==> config.mk <==
export PLATFORM = sky130hd
export DESIGN_NAME = mini_src_control_unit
export DESIGN_NICKNAME = d
export VERILOG_FILES = /design/src/rtl/mini_src_ctrl_pkg.sv /design/src/rtl/mini_src_op_class.sv /design/src/rtl/mini_src_control_unit.sv
export SDC_FILE = /design/constraint.sdc
export NUM_CORES = 1
export LEC_CHECK = 0
export ABC_AREA = 0
export CAP_MARGIN = 40
export CORE_UTILIZATION = 42
export CTS_CLUSTER_SIZE = 28
export DETAILED_ROUTE_END_ITERATION = 7
export PLACE_DENSITY = 0.87
export SLEW_MARGIN = 20
export SYNTH_ARGS = -nofsm -noshare
export SYNTH_HDL_FRONTEND = slang
export SYNTH_SLANG_ARGS = --single-unit
==> constraint.sdc <==
create_clock -name clock -period 5.3 [get_ports clock]
set_clock_uncertainty 0.15 [all_clocks]
set_input_delay 0.795 -clock clock [delete_from_list [all_inputs] [get_ports clock]]
set_output_delay 0.795 -clock clock [all_outputs]
set_load 0.02 [all_outputs]
==> src/rtl/mini_src_ctrl_pkg.sv <==
// Shared constants for the Mini-SRC control sequencer: opcodes, state codes, ctrl bit map,
// instruction classes and the per-class final execute step.
package mini_src_ctrl_pkg;

    localparam int unsigned CtrlWidth = 32;
    localparam int unsigned OpWidth   = 5;

    localparam logic [4:0] OpLd   = 5'b00000, OpLdi  = 5'b00001, OpSt   = 5'b00010;
    localparam logic [4:0] OpAdd  = 5'b00011, OpSub  = 5'b00100, OpAnd  = 5'b00101;
    localparam logic [4:0] OpOr   = 5'b00110, OpShr  = 5'b00111, OpShra = 5'b01000;
    localparam logic [4:0] OpShl  = 5'b01001, OpRor  = 5'b01010, OpRol  = 5'b01011;
    localparam logic [4:0] OpAddi = 5'b01100, OpAndi = 5'b01101, OpOri  = 5'b01110;
    localparam logic [4:0] OpMul  = 5'b01111, OpDiv  = 5'b10000, OpNeg  = 5'b10001;
    localparam logic [4:0] OpNot  = 5'b10010, OpBr   = 5'b10011, OpJr   = 5'b10100;
    localparam logic [4:0] OpJal  = 5'b10101, OpIn   = 5'b10110, OpOut  = 5'b10111;
    localparam logic [4:0] OpMfhi = 5'b11000, OpMflo = 5'b11001, OpNop  = 5'b11010;
    localparam logic [4:0] OpHalt = 5'b11011;

    localparam logic [3:0] StRst = 4'b0000, StT0 = 4'b0111, StT1 = 4'b1000, StT2 = 4'b1001;
    localparam logic [3:0] StT3  = 4'b1010, StT4 = 4'b1011, StT5 = 4'b1100, StT6 = 4'b1101;
    localparam logic [3:0] StT7  = 4'b1110, StHalt = 4'b1111;

    localparam int unsigned CPcOut     = 0,  CMarIn     = 1,  CIncPc    = 2,  CPcIn      = 3;
    localparam int unsigned CRead      = 4,  CMdrIn     = 5,  CMdrOut   = 6,  CIrIn      = 7;
    localparam int unsigned CGra       = 8,  CGrb       = 9,  CGrc      = 10, CRin       = 11;
    localparam int unsigned CRout      = 12, CBaOut     = 13, CCout     = 14, CYin       = 15;
    localparam int unsigned CZlowIn    = 16, CZhighIn   = 17, CZlowOut  = 18, CZhighOut  = 19;
    localparam int unsigned CLoIn      = 20, CHiIn      = 21, CLoOut    = 22, CHiOut     = 23;
    localparam int unsigned CConIn     = 24, CJalFlag   = 25, CInPortOut = 26, COutPortIn = 27;
    localparam int unsigned CWrite     = 28;

    // Every strobe that puts a value on the shared bus; at most one may be active per state.
    localparam logic [CtrlWidth-1:0] BusDrivers =
        (32'd1 << CPcOut) | (32'd1 << CMdrOut) | (32'd1 << CRout) | (32'd1 << CBaOut) |
        (32'd1 << CCout) | (32'd1 << CZlowOut) | (32'd1 << CZhighOut) | (32'd1 << CLoOut) |
        (32'd1 << CHiOut) | (32'd1 << CInPortOut);

    typedef enum logic [3:0] {
        ClsR, ClsI, ClsUn, ClsMd, ClsLd, ClsLdi, ClsSt, ClsBr, ClsJ, ClsIo, ClsMv, ClsNop, ClsHlt
    } op_class_e;

    function automatic logic [3:0] final_state(input op_class_e cls, input logic [4:0] op);
        case (cls)
            ClsR, ClsI, ClsLdi: final_state = StT5;
            ClsUn:              final_state = StT4;
            ClsMd, ClsBr:       final_state = StT6;
            ClsLd, ClsSt:       final_state = StT7;
            ClsJ:               final_state = (op == OpJal) ? StT5 : StT3;
            default:            final_state = StT3;
        endcase
    endfunction

endpackage

==> src/rtl/mini_src_op_class.sv <==
// Groups a Mini-SRC opcode into the instruction class that selects its execute sequence.
module mini_src_op_class
    import mini_src_ctrl_pkg::*;
(
    input  logic [4:0] opcode_i,
    output op_class_e  op_class_o
);

    always_comb begin
        op_class_o = ClsNop;
        case (opcode_i)
            OpAdd, OpSub, OpAnd, OpOr, OpShr, OpShra, OpShl, OpRor, OpRol: op_class_o = ClsR;
            OpAddi, OpAndi, OpOri: op_class_o = ClsI;
            OpNeg, OpNot:          op_class_o = ClsUn;
            OpMul, OpDiv:          op_class_o = ClsMd;
            OpLd:                  op_class_o = ClsLd;
            OpLdi:                 op_class_o = ClsLdi;
            OpSt:                  op_class_o = ClsSt;
            OpBr:                  op_class_o = ClsBr;
            OpJr, OpJal:           op_class_o = ClsJ;
            OpIn, OpOut:           op_class_o = ClsIo;
            OpMfhi, OpMflo:        op_class_o = ClsMv;
            OpHalt:                op_class_o = ClsHlt;
            // Undefined opcodes fall through as nop.
            default:               op_class_o = ClsNop;
        endcase
    end

endmodule

==> src/rtl/mini_src_control_unit.sv <==
// Hardwired Moore sequencer for the Mini-SRC datapath (RST, T0..T7, HALT).
// Define MINI_SRC_STOP_EN to add the Stop input that parks the sequencer between instructions.
module mini_src_control_unit
    import mini_src_ctrl_pkg::*;
#(
    parameter int unsigned CTRL_W = CtrlWidth,
    parameter int unsigned OP_W   = OpWidth
) (
    input  logic              clock,
    input  logic              clear_n,
`ifdef MINI_SRC_STOP_EN
    input  logic              Stop,
`endif
    input  logic [31:0]       IR,
    input  logic              CON_FF,
    output logic [CTRL_W-1:0] ctrl,
    output logic [OP_W-1:0]   alu_op,
    output logic              run,
    output logic [3:0]        state
);

    logic [3:0] state_q, state_d;
    logic [4:0] opcode;
    logic [4:0] alu_sel;
    op_class_e  op_class;
    logic       last_step;
    logic       unused_ir;

    assign opcode    = IR[31:27];
    assign unused_ir = ^IR[26:0];

    mini_src_op_class u_op_class (
        .opcode_i   (opcode),
        .op_class_o (op_class)
    );

    assign last_step = (state_q == final_state(op_class, opcode));

    always_comb begin
        state_d = state_q;
        case (state_q)
            StRst: state_d = StT0;
            StT0:  state_d = StT1;
            StT1:  state_d = StT2;
            StT2:  state_d = StT3;
            StT3, StT4, StT5, StT6, StT7: begin
                if (!last_step) begin
                    state_d = state_q + 4'd1;
                end else if (op_class == ClsHlt) begin
                    state_d = StHalt;
`ifdef MINI_SRC_STOP_EN
                end else if (Stop) begin
                    state_d = StHalt;
`endif
                end else begin
                    state_d = StT0;
                end
            end
            StHalt: begin
`ifdef MINI_SRC_STOP_EN
                // IR still holds the halt opcode when parked by it, which keeps HALT sticky.
                if (!Stop && op_class != ClsHlt) state_d = StT0;
`endif
            end
            default: state_d = StRst;
        endcase
    end

    always_ff @(posedge clock or negedge clear_n) begin
        if (!clear_n) begin
            state_q <= StRst;
        end else begin
            state_q <= state_d;
        end
    end

    always_comb begin
        ctrl    = '0;
        alu_sel = '0;
        case (state_q)
            StT0: begin
                ctrl[CPcOut] = 1'b1; ctrl[CMarIn] = 1'b1; ctrl[CIncPc] = 1'b1; ctrl[CPcIn] = 1'b1;
            end
            StT1: begin ctrl[CRead] = 1'b1; ctrl[CMdrIn] = 1'b1; end
            StT2: begin ctrl[CMdrOut] = 1'b1; ctrl[CIrIn] = 1'b1; end
            StT3: begin
                case (op_class)
                    ClsR, ClsI: begin ctrl[CGrb] = 1'b1; ctrl[CRout] = 1'b1; ctrl[CYin] = 1'b1; end
                    ClsUn: begin
                        ctrl[CGrb] = 1'b1; ctrl[CRout] = 1'b1; ctrl[CZlowIn] = 1'b1;
                        alu_sel = opcode;
                    end
                    ClsMd: begin ctrl[CGra] = 1'b1; ctrl[CRout] = 1'b1; ctrl[CYin] = 1'b1; end
                    ClsLd, ClsLdi, ClsSt: begin
                        ctrl[CGrb] = 1'b1; ctrl[CBaOut] = 1'b1; ctrl[CYin] = 1'b1;
                    end
                    ClsBr: begin ctrl[CGra] = 1'b1; ctrl[CRout] = 1'b1; ctrl[CConIn] = 1'b1; end
                    ClsJ: begin
                        // jal copies PC straight into Z; no ALU function is selected.
                        if (opcode == OpJal) begin
                            ctrl[CPcOut] = 1'b1; ctrl[CZlowIn] = 1'b1;
                        end else begin
                            ctrl[CGra] = 1'b1; ctrl[CRout] = 1'b1; ctrl[CPcIn] = 1'b1;
                        end
                    end
                    ClsIo: begin
                        ctrl[CGra] = 1'b1;
                        if (opcode == OpIn) begin
                            ctrl[CInPortOut] = 1'b1; ctrl[CRin] = 1'b1;
                        end else begin
                            ctrl[CRout] = 1'b1; ctrl[COutPortIn] = 1'b1;
                        end
                    end
                    ClsMv: begin
                        ctrl[CGra] = 1'b1; ctrl[CRin] = 1'b1;
                        if (opcode == OpMfhi) ctrl[CHiOut] = 1'b1;
                        else                  ctrl[CLoOut] = 1'b1;
                    end
                    default: ;
                endcase
            end
            StT4: begin
                case (op_class)
                    ClsR: begin
                        ctrl[CGrc] = 1'b1; ctrl[CRout] = 1'b1; ctrl[CZlowIn] = 1'b1;
                        alu_sel = opcode;
                    end
                    ClsI: begin ctrl[CCout] = 1'b1; ctrl[CZlowIn] = 1'b1; alu_sel = opcode; end
                    ClsUn: begin ctrl[CZlowOut] = 1'b1; ctrl[CGra] = 1'b1; ctrl[CRin] = 1'b1; end
                    ClsMd: begin
                        ctrl[CGrb] = 1'b1; ctrl[CRout] = 1'b1;
                        ctrl[CZhighIn] = 1'b1; ctrl[CZlowIn] = 1'b1;
                        alu_sel = opcode;
                    end
                    ClsLd, ClsLdi, ClsSt: begin
                        ctrl[CCout] = 1'b1; ctrl[CZlowIn] = 1'b1; alu_sel = OpAdd;
                    end
                    ClsBr: begin ctrl[CPcOut] = 1'b1; ctrl[CYin] = 1'b1; end
                    ClsJ: begin ctrl[CZlowOut] = 1'b1; ctrl[CJalFlag] = 1'b1; end
                    default: ;
                endcase
            end
            StT5: begin
                case (op_class)
                    ClsR, ClsI, ClsLdi: begin
                        ctrl[CZlowOut] = 1'b1; ctrl[CGra] = 1'b1; ctrl[CRin] = 1'b1;
                    end
                    ClsMd: begin ctrl[CZlowOut] = 1'b1; ctrl[CLoIn] = 1'b1; end
                    ClsLd, ClsSt: begin ctrl[CZlowOut] = 1'b1; ctrl[CMarIn] = 1'b1; end
                    ClsBr: begin ctrl[CCout] = 1'b1; ctrl[CZlowIn] = 1'b1; alu_sel = OpAdd; end
                    ClsJ: begin ctrl[CGra] = 1'b1; ctrl[CRout] = 1'b1; ctrl[CPcIn] = 1'b1; end
                    default: ;
                endcase
            end
            StT6: begin
                case (op_class)
                    ClsMd: begin ctrl[CZhighOut] = 1'b1; ctrl[CHiIn] = 1'b1; end
                    ClsLd: begin ctrl[CRead] = 1'b1; ctrl[CMdrIn] = 1'b1; end
                    ClsSt: begin ctrl[CGra] = 1'b1; ctrl[CRout] = 1'b1; ctrl[CMdrIn] = 1'b1; end
                    ClsBr: begin ctrl[CZlowOut] = CON_FF; ctrl[CPcIn] = CON_FF; end
                    default: ;
                endcase
            end
            StT7: begin
                case (op_class)
                    ClsLd: begin ctrl[CMdrOut] = 1'b1; ctrl[CGra] = 1'b1; ctrl[CRin] = 1'b1; end
                    ClsSt: ctrl[CWrite] = 1'b1;
                    default: ;
                endcase
            end
            default: ;
        endcase
    end

    assign alu_op = OP_W'(alu_sel);
    assign run    = (state_q != StHalt);
    assign state  = state_q;

`ifndef SYNTHESIS
    bus_single_driver: assert property (@(posedge clock) disable iff (!clear_n)
        $onehot0(ctrl & CTRL_W'(BusDrivers)));
`endif

endmodule
==> results summary <==
The buffer cell driving the clock tree root is sky130_fd_sc_hd__clkbuf_4. TritonCTS built the clock tree. The post-detailed-route wirelength per cell came out at about 13 um. STA classifies the critical path endpoint as an output port. At the pin with the least slew margin, the transition time is 505.6 ps. The slowest stage of the critical path is the sky130_fd_sc_hd__clkdlybuf4s50_1 cell.

The remaining antenna violation count after routing is 0. The top-area cell type share of the netlist area came out at 0.08333. In the global route stage, overall resource usage came out at 0.2318.

The repair_antennas step left the layout with diodes totalling 0. The sequential share of the synthesized area is 0.07407. The source-to-sink clock delay at the later pin of the worst-skew pair is 230 ps. Synthesis produced a netlist whose cell count is between 200 and 250. The level count of the clock H-tree came out at 1.

Data on the critical path arrives at its endpoint at 3920 ps. The required arrival time at the worst endpoint is 4360 ps. Power spread over the standard cell area amounts to 199.0 mW/mm^2. The utilization after layout came out at 0.6012. Setup repair after global routing left no endpoint under its margin. In this run the horizontal extent of the chip is slightly below 60 um. The combined buffer and inverter count along the critical path came out at 2. The max-slew violation count came out at 0.

The final hold slack is 607.3 ps. The cell type group with the largest total delay on the critical path is buffers and inverters. Port buffering added 46 buffers. The dominant synthesized flop cell is sky130_fd_sc_hd__dfrtp_1.

The number of core rows is 20. The share of async-settable or async-resettable flops after synthesis came out at 1.000. The register with the most flip-flops in the layout has 4 of them. The synthesized area per cell is around 6.6 sq um. The share of cells above drive strength 1 came out at 0.05714. The number of max-cap violations is 0.

The class of the most critical setup path is primary input to output port. The final number of setup-violating endpoints is 0. The run finished with clean final reports. The number of antenna violations at the first check in global routing is 0. The overall overflow remaining after global route is 0. The count of hold-fix buffers inserted at cts is 0.

After detailed routing, the total wire length is between 3 and 4 mm. The highest attainable clock frequency is 0.2057 GHz. The number of nets in the finished design is 291. The maximum number of pins on one net before global-route repair came out at 18. The number of fill cells in the layout is a little under 300. Summing all non-filler instances in the final layout gives an area of 0.001836 sq mm. Summed over all cells, the static leakage comes to 0.7255 nW.

The clock period minus final worst setup slack came out at 4862 ps. The final number of hold-violating endpoints was 0. The tightest min-delay check is of the primary input to async pin type. The total via count in the routed design is ~1700. The maximum buffer depth of the clock tree came out at 2. The highest net fanout along the worst path is 10. Excluding fillers, the count of instances in the completed layout stands at between 200 and 300. Among the stages of the critical path, the cell type that occurs most often is sky130_fd_sc_hd__clkdlybuf4s50_1. Pin placement for this block handled 77 I/O pins. The peak per-stage delay on the critical path is roughly 630 ps.

The number of vias per cell after detailed routing is 5.813. Of the available clock period, the critical path in the final layout requires 0.9174. The library cell with the largest summed area after synthesis is sky130_fd_sc_hd__ha_1. The first-pass iteration count of the detailed router came out at 4. The area growth from synthesis to layout is 35.83%.

The worst setup path is launched from a primary input. TritonCTS created 3 clock buffers. The number of cells in the design after placement is 286. The final-layout setup total negative slack came out at 0 ps. The area inside the core boundary came out at 0.003053 sq mm. The number of violations reported at the end of detailed-routing iteration 0 is 97. The detailed placement HPWL came out at 2.977 mm. In this run, synthesis inferred 0 flip-flops with an integrated enable. The signal on the critical path passes through clkdlybuf4s50_1, ha_1, nor2_1, or2_2, a221oi_2, mux2i_1, nand2_1, o21ai_0, clkdlybuf4s50_1. Counting flops and latches in the post-synthesis netlist gives 4. The residual DRC count came out at 0. The max-slew headroom at the worst pin came out at 0.6593.

The post-cts gate resize count came out at 0. By area the synthesized netlist is led by sky130_fd_sc_hd__ha_1 8.3%, sky130_fd_sc_hd__dfrtp_1 7.4%, sky130_fd_sc_hd__o21ai_0 6.3%. The placed cell area came out at 0.001813 sq mm.

The first-pass GRT wire length is 6.299 mm. The die covers 0.003448 sq mm. From bottom edge to top edge, the die measures ~59 um. Counting every sink on the clock net gives 4. The clock-pin transition on the worst setup and hold timing paths came out at 40 ps.

The final RePlAce weighted congestion is 0.9224. Across the VDD grid, the largest voltage drop is 0.1923 mV. The distinct cell type count of the synthesized netlist came out at 58. The via count of the first global-routing pass came out at 1464. The post-CTS repair timing setup buffer count came out at 0. Summing every instance area after synthesis gives 0.001351 sq mm. During synthesis, Yosys emitted a total of 0 warnings.

The effective utilization at floorplan is 0.4426.
## power breakdown
part / internal, mW / switching [mW] / total [mW]
clock: 0.0253 / 0.0116 / 0.0368
combinational: 0.109 / 0.147 / 0.256
sequential: 0.0410 / 0.0309 / 0.0720
total: 0.176 / 0.190 / 0.365
## cell families after synthesis
family                   Yosys count  share of synthesized area
flip-flops                         4                    0.07408
AO/OA/AOI/OAI                     65                     0.3371
XOR/XNOR                           3                    0.01945
multiplexers                       2                    0.01482
buffers and inverters             26                    0.09537
other                              1                   0.002775
adder cells (fa/ha/maj)            9                    0.08333
AND/OR/NAND/NOR                   96                     0.3732
## cell type report
type	count	area [sq um]	share of cell area
timing repair buffer	50	490.5	0.2672
sequential	4	100.1	0.05453
multi-input combinational	178	1130	0.6155
tap	44	55.05	0.02999
inverter	10	37.54	0.02045
clock buffer	3	22.52	0.01227
## stage by stage
stage | total power, mW | setup slack (ps)
2_1_floorplan | 0.2413 | 1481
6_report | 0.3652 | 437.7
3_5_place_dp | 0.3236 | 463.0
5_1_grt | 0.3990 | 158.2
3_3_place_gp | 0.3194 | 472.6
4_1_cts | 0.3638 | 455.4
## cell usage after synthesis, drive strengths merged (4+ instances only)
cell type	count
nand2	20
inv	9
nand3	14
clkbuf	6
o21ai	17
ha	9
nand2b	5
a21oi	13
nor3	11
dfrtp	4
and2	6
o21a	4
nor2	15
buf	10
and3	4
nor2b	5
## layer usage
layer / wire length, um / track usage
met5: 0 / 0
met4: 56 / 0.09184
met3: 234 / 0.02198
met2: 1771 / 0.3994
met1: 1796 / 0.2962
## cells in the final DEF, fill, tap and decap left out, types with 4 or more instances in the layout
master                            instances
sky130_fd_sc_hd__buf_4                    4
sky130_fd_sc_hd__nand2b_1                 4
sky130_fd_sc_hd__ha_1                     9
sky130_fd_sc_hd__nand2_1                 20
sky130_fd_sc_hd__o21a_1                   4
sky130_fd_sc_hd__o21ai_0                 17
sky130_fd_sc_hd__a21oi_1                 11
sky130_fd_sc_hd__dfrtp_1                  4
sky130_fd_sc_hd__inv_1                    9
sky130_fd_sc_hd__clkdlybuf4s50_1         46
sky130_fd_sc_hd__nor2_1                  15
sky130_fd_sc_hd__and2_1                   5
sky130_fd_sc_hd__nand3_1                 14
sky130_fd_sc_hd__nor3_1                  11
sky130_fd_sc_hd__nor2b_1                  5
sky130_fd_sc_hd__and3_1                   4
## path summary, 6_finish.rpt
kind	cells past startpoint	slack (ps)	to	startpoint
max in group asynchronous	1	4230	state[2]$_DFFE_PN0P_	clear_n
worst max register to register	6	3050	state[1]$_DFFE_PN0P_	state[1]$_DFFE_PN0P_
worst min register to register	3	620	state[0]$_DFFE_PN0P_	state[0]$_DFFE_PN0P_
worst min-delay path	1	610	state[1]$_DFFE_PN0P_	clear_n
worst max-delay path	9	440	alu_op[1]	IR[28]
min in group clock	3	620	state[0]$_DFFE_PN0P_	state[0]$_DFFE_PN0P_
No activity file was read; power rests on OpenSTA's default activity.
